<file path="config.mk">
export PLATFORM = sky130hd
export DESIGN_NAME = dmem_arbiter
export DESIGN_NICKNAME = d
export VERILOG_FILES = /design/src/rtl/dmem_arbiter_pkg.sv /design/src/rtl/dmem_arbiter_rr_arbiter2.sv /design/src/rtl/dmem_arbiter.sv
export SDC_FILE = /design/constraint.sdc
export NUM_CORES = 1
export LEC_CHECK = 0
export ABC_AREA = 1
export CAP_MARGIN = 25
export CORE_AREA = 2 2 118 120
export DETAILED_ROUTE_END_ITERATION = 8
export DIE_AREA = 0 0 120 122
export GPL_TIMING_DRIVEN = 0
export PLACE_DENSITY_LB_ADDON = 0.1
export SLEW_MARGIN = 20
export SYNTH_ARGS = -nofsm -noshare
export SYNTH_HDL_FRONTEND = slang
export SYNTH_SLANG_ARGS = --single-unit
</file>
<file path="constraint.sdc">
create_clock -name clk -period 4.8 [get_ports clk]
set_input_delay 0.96 -clock clk [delete_from_list [all_inputs] [get_ports clk]]
set_output_delay 0.96 -clock clk [all_outputs]
set_load 0.03 [all_outputs]
</file>
<file path="src/rtl/dmem_arbiter_pkg.sv">
// Shared definitions for the data-memory arbiter: word width, memory depth,
// port indices and the request payload carried from a port to the memory.
package dmem_arbiter_pkg;

  localparam int unsigned WORD_W    = 32;
  localparam int unsigned DMEM_SIZE = 1024;

  // Port indices into the 2-bit request/grant vectors.
  localparam int unsigned P_CPU = 0;
  localparam int unsigned P_LDR = 1;

  typedef struct packed {
    logic              we;
    logic [WORD_W-1:0] addr;
    logic [WORD_W-1:0] wdata;
  } mem_req_t;

  // True when addr names a real memory word (0..size-1).
  function automatic logic in_range(input logic [WORD_W-1:0] addr,
                                    input int unsigned       size);
    return addr < WORD_W'(size);
  endfunction

endpackage

</file>
<file path="src/rtl/dmem_arbiter_rr_arbiter2.sv">
// Two-way round-robin pick. Holds last_grant (0 = port 0, 1 = port 1) and,
// on a tie, grants the port that was not granted most recently.
// Ports:
//   clk, reset  - clock, async active-high reset (last_grant resets to 1)
//   req[1:0]    - requests, bit index = port
//   gnt[1:0]    - one-hot grant, combinational from req and last_grant
module rr_arbiter2
  import dmem_arbiter_pkg::*;
(
  input  logic       clk,
  input  logic       reset,
  input  logic [1:0] req,
  output logic [1:0] gnt
);

  logic last_grant;

  // Port 0 wins when alone or when port 1 was served last.
  always_comb begin
    gnt = 2'b00;
    if (req[P_CPU] && (!req[P_LDR] || last_grant)) begin
      gnt[P_CPU] = 1'b1;
    end else if (req[P_LDR]) begin
      gnt[P_LDR] = 1'b1;
    end
  end

  always_ff @(posedge clk or posedge reset) begin
    if (reset) begin
      last_grant <= 1'b1;
    end else if (|gnt) begin
      last_grant <= gnt[P_LDR];
    end
  end

endmodule

</file>
<file path="src/rtl/dmem_arbiter.sv">
// Shares one data_memory between the pipeline memory stage (port 0) and the
// program/debug loader (port 1). One access is granted per cycle; the granted
// request drives the memory strobes, address and write data. Read responses
// (and out-of-range errors) return to the owning port one cycle after grant.
// Ports:
//   clk, reset                      - clock, async active-high reset
//   pN_req/we/addr/wdata            - port N request (held until pN_gnt)
//   pN_gnt                          - port N accepted this cycle (combinational)
//   pN_rvalid/rdata/err             - port N response, one cycle after grant
//   mem_read/write/address/write_data, mem_read_data - data_memory interface
module dmem_arbiter
  import dmem_arbiter_pkg::*;
#(
  parameter int unsigned SIZE = DMEM_SIZE
) (
  input  logic              clk,
  input  logic              reset,
  input  logic              p0_req,
  input  logic              p0_we,
  input  logic [WORD_W-1:0] p0_addr,
  input  logic [WORD_W-1:0] p0_wdata,
  output logic              p0_gnt,
  output logic              p0_rvalid,
  output logic [WORD_W-1:0] p0_rdata,
  output logic              p0_err,
  input  logic              p1_req,
  input  logic              p1_we,
  input  logic [WORD_W-1:0] p1_addr,
  input  logic [WORD_W-1:0] p1_wdata,
  output logic              p1_gnt,
  output logic              p1_rvalid,
  output logic [WORD_W-1:0] p1_rdata,
  output logic              p1_err,
  output logic              mem_read,
  output logic              mem_write,
  output logic [WORD_W-1:0] mem_address,
  output logic [WORD_W-1:0] mem_write_data,
  input  logic [WORD_W-1:0] mem_read_data
);

  logic [1:0] req;
  logic [1:0] gnt;
  mem_req_t   p0_bus;
  mem_req_t   p1_bus;
  mem_req_t   sel;
  logic       any_gnt;
  logic       sel_ok;

  // Response registers: who owns the next-cycle response and what kind it is.
  logic       resp_port;
  logic       resp_valid;
  logic       resp_err;

  // Requests are masked during reset so no grant can be issued.
  assign req = {p1_req, p0_req} & {2{~reset}};

  rr_arbiter2 u_rr (
    .clk   (clk),
    .reset (reset),
    .req   (req),
    .gnt   (gnt)
  );

  assign p0_gnt = gnt[P_CPU];
  assign p1_gnt = gnt[P_LDR];

  assign p0_bus = '{we: p0_we, addr: p0_addr, wdata: p0_wdata};
  assign p1_bus = '{we: p1_we, addr: p1_addr, wdata: p1_wdata};

  // Granted-request mux; zero payload when nothing is granted.
  always_comb begin
    sel = '0;
    if (gnt[P_CPU]) begin
      sel = p0_bus;
    end else if (gnt[P_LDR]) begin
      sel = p1_bus;
    end
  end

  assign any_gnt = |gnt;
  assign sel_ok  = in_range(sel.addr, SIZE);

  // Out-of-range accesses are granted but never reach the memory.
  assign mem_address    = sel.addr;
  assign mem_write_data = sel.wdata;
  assign mem_write      = any_gnt & sel_ok & sel.we;
  assign mem_read       = any_gnt & sel_ok & ~sel.we;

  // Reset clears any in-flight response so it is never delivered.
  always_ff @(posedge clk or posedge reset) begin
    if (reset) begin
      resp_port  <= 1'b0;
      resp_valid <= 1'b0;
      resp_err   <= 1'b0;
    end else begin
      resp_port  <= gnt[P_LDR];
      resp_valid <= any_gnt & ~sel.we;
      resp_err   <= any_gnt & ~sel_ok;
    end
  end

  // Memory read data is passed through only for an in-range read response.
  assign p0_rvalid = resp_valid & ~resp_port;
  assign p1_rvalid = resp_valid & resp_port;
  assign p0_err    = resp_err & ~resp_port;
  assign p1_err    = resp_err & resp_port;
  assign p0_rdata  = (p0_rvalid && !resp_err) ? mem_read_data : '0;
  assign p1_rdata  = (p1_rvalid && !resp_err) ? mem_read_data : '0;

endmodule

</file>
==> summary.txt <==
Floorplan
  • Die area: 0.0146 mm²
  • Die height: 122 µm
  • DIE WIDTH: roughly 120 µm
  • Row cnt: between 40 and 50
  • Initial core utilization: 11.2%
  • Core Region: 0.0135 mm²
  • I/O pin total: 302

Timing
  • Worst slew pin tran: 462 ps
  • Final Slew Violations: 0
  • Final setup vio count: 0
  • Total negative slack: 0 ps
  • Fmax: 0.232 GHz
  • Setup Skew: 0.195 ps
  • Final worst slack: 486 ps
  • Minimum clock period: around 4300 ps
  • RSZ-0062 raised after global routing: false
  • Final hold viol count: 0
  • Fin crit share: 89.9%
  • Headroom to the max-slew limit: 69.2%

Setup path
  • Cell Chain, Critical Path: clkdlybuf4s50_1 > inv_2 > nand2_2 > inv_2 > buf_6 > nand3_2 > nand2_1 > nor2_1 > nand2_1 > nor2_1 > nand3_2 > nor2_1 > clkdlybuf4s50_1
  • Critical path data required time: around 3800 ps
  • Crit path largest cell delay: 740 ps
  • CP Max Fanout: 10
  • Critical path capture point type: output pin
  • Arrival @ worst endpoint: around 3400 ps
  • Crit-path slowest cell: clkdlybuf4s50_1
  • Most frequent CP cell: nor2_1
  • Delay-heaviest family, CP: buffers and inverters
  • Crit start category: primary input
  • R2r setup slk: 3120 ps
  • Worst Path Buf+Inv: 5
  • Crit path kind: primary input to output pin

Clocking
  • Worst-path clk slew: 30 ps
  • Longest Clk Path Bufs: 2
  • Clock sink count: 4
  • CTS hold repair buffers: 0
  • PostCTS Resize Cnt: 0
  • CTS root buf: clkbuf_16
  • CTS Buf Count: 3
  • H-tree Lvls: 1
  • Worst-Skew Late Latency: between 200 and 250 ps
  • CTS tree: built
  • Post-CTS Setup Inserts: 0

Power
  • VDD IR max: roughly 0.075 mV
  • Psw: 0.226 mW
  • Clk pwr share: between 20% and 30%
  • Switching Fraction: between 30% and 40%
  • Power per Cell Area: 125 mW/mm²
  • Internal power: approximately 0.38 mW
  • Leakage: ~2.1 nW
  • Gate power share: 71.1%
  • Seq pwr share: under 10%

GRT
  • Vias in the first global route: 2954
  • GR Overflow Total: 0
  • Antenna violations before repair: 0
  • Total GRT Usage: 13.1%
  • First-pass GRT wire length: roughly 15000 µm
  • Largest net degree at the start of global routing: 12

Routing
  • Iter 0 DRT Violations: 42
  • Number of detailed-route iterations in the first pass: 4
  • Vias per cell: 3.87
  • Vias post-DR: between 2000 and 3000
  • Drt drc: 0
  • WL/cell: 13.7 µm
  • Total Routed Length: 10500 µm
  • Final ANT Viol Nets: 0

Layout
  • Ant diodes: 0
  • Layout Utilization: around 36%
  • Fin area: just under 0.005 mm²
  • Finished Layout Cells: roughly 760
  • Layout fillers: 1445
  • Nets: 750
  • Share of layout cells above drive strength 1: 7.55%
  • Layout area overhead: 219%

Place
  • Port Buffers: between 300 and 400
  • Global placement routability congestion: 0.754
  • DP HPWL: 9270 µm
  • Pre-CTS WS: 477 ps
  • Placed instance area: approximately 0.0048 mm²
  • Post-Place Cells: 759

Flow run
  • Max-cap violations: 0

Synth
  • Syn Area/Cell: 5.45 µm²
  • Mapped Nets: 444
  • Syn Inst Count: 278
  • Unique masters post-synth: 21
  • Mapped cell area: 0.00152 mm²
  • Seq/Total Area, Yosys: 6.69%
  • Synth warn: 0
  • Post-synthesis register bit count: 4

Outcome
  • Status: completed

Hold path
  • Hold Crit Class: flop to flop
-- power groups by stage --
| stage | clock network [mW] | logic, mW | registers [mW] |
|---|---|---|---|
| after floorplan | 0 | 0.190 | 0.0389 |
| after global placement | 0 | 0.435 | 0.0392 |
| after detailed placement | 0 | 0.435 | 0.0393 |
| after CTS | 0.139 | 0.437 | 0.0390 |
| after global routing | 0.142 | 0.459 | 0.0394 |
| final | 0.136 | 0.431 | 0.0389 |
-- kinds of logic after synthesis --
group | share of synthesized area (%)
DFF | 6.69
buffers and inverters | 20.6
and+or+nand+nor | 46.2
AOI/OAI and AO/OA | 26.5
-- Yosys cell counts (all sizes together) --
cell / n / share of area, %
nor2: 82 / 21
inv: 46 / 12
a22o: 43 / 25
buf: 13 / 6.8
dfrtp: 3 / 5.0
o21ai: 4 / 1.3
clkbuf: 8 / 2.0
a21oi: 1 / 0.33
clkinv: 1 / 0.25
nand3: 22 / 8.9
dfstp: 1 / 1.7
nand2: 54 / 16
-- registers in the layout, indices dropped and copies added (netlist names) --
register and count:
resp_err 1, u_rr.last_grant 1, resp_valid 1, resp_port 1
-- worst paths after layout --
check | from | end | cells after the start
min reg2reg | u_rr.last_grant$_DFFE_PP1P_ | u_rr.last_grant$_DFFE_PP1P_ | 2
min in group asynchronous | reset | resp_port$_DFF_PP0_ | 2
max | reset | mem_write | 13
max in group asynchronous | reset | u_rr.last_grant$_DFFE_PP1P_ | 2
max reg2reg | u_rr.last_grant$_DFFE_PP1P_ | resp_err$_DFF_PP0_ | 8
min | u_rr.last_grant$_DFFE_PP1P_ | u_rr.last_grant$_DFFE_PP1P_ | 2
-- layout make-up --
| cell class | count | area, µm² | share of cell area, % |
|---|---|---|---|
| Inverter | 47 | 179 | 3.70 |
| Timing Repair Buffer | 301 | 3010 | 62.4 |
| Multi-Input combinational cell | 206 | 1100 | 22.8 |
| Buffer | 21 | 133 | 2.74 |
| Clock buffer | 4 | 78.8 | 1.63 |
| Sequential cell | 4 | 101 | 2.10 |
| Tap cell | 180 | 225 | 4.66 |
-- cell usage in the layout, fill, tap and decap left out --
master           netlist  final
dfrtp_1                3      3
nand3_2                5      5
clkdlybuf4s50_1        0    301
nand2_2               12     12
nand2_1               41     41
buf_2                  7      7
buf_6                  6      6
a22o_1                43     43
o21ai_1                2      2
inv_4                  1      1
dfstp_2                1      1
clkbuf_1               8      9
nand3_1               17     17
o21ai_0                2      2
nor2_4                 1      1
nor2_1                77     77
a21oi_1                1      1
inv_2                  3      3
nand2_4                1      1
inv_1                 42     42
nor2_2                 4      4
clkinv_1               1      1
clkbuf_16              0      3
-- tightest hold or removal path: cells and delay by family, from the launching register on --
kind            cells  cell delay, ps
flops               1             350
compound gates      1              50
buf+inv             1              50
-- through the flow --
step,power (mW),hold slack (ps)
2_1_floorplan,0.229,452
3_3_place_gp,0.474,465
3_5_place_dp,0.475,465
4_1_cts,0.616,471
5_1_grt,0.641,499
6_report,0.606,466
-- metal layers --
metal / share of wire, % / GRT usage (%) / vias up / wire length, µm
met4: 1.1 / 2.79 / 0 / 120
met1: 32 / 11.9 / 1281 / 3380
met2: 54 / 26.5 / 173 / 5650
met3: 12 / 5.76 / 8 / 1310
li1: - / - / 1493 / -
met5: 0 / 0 / - / 0
No activity file was read; power rests on OpenSTA's default activity.
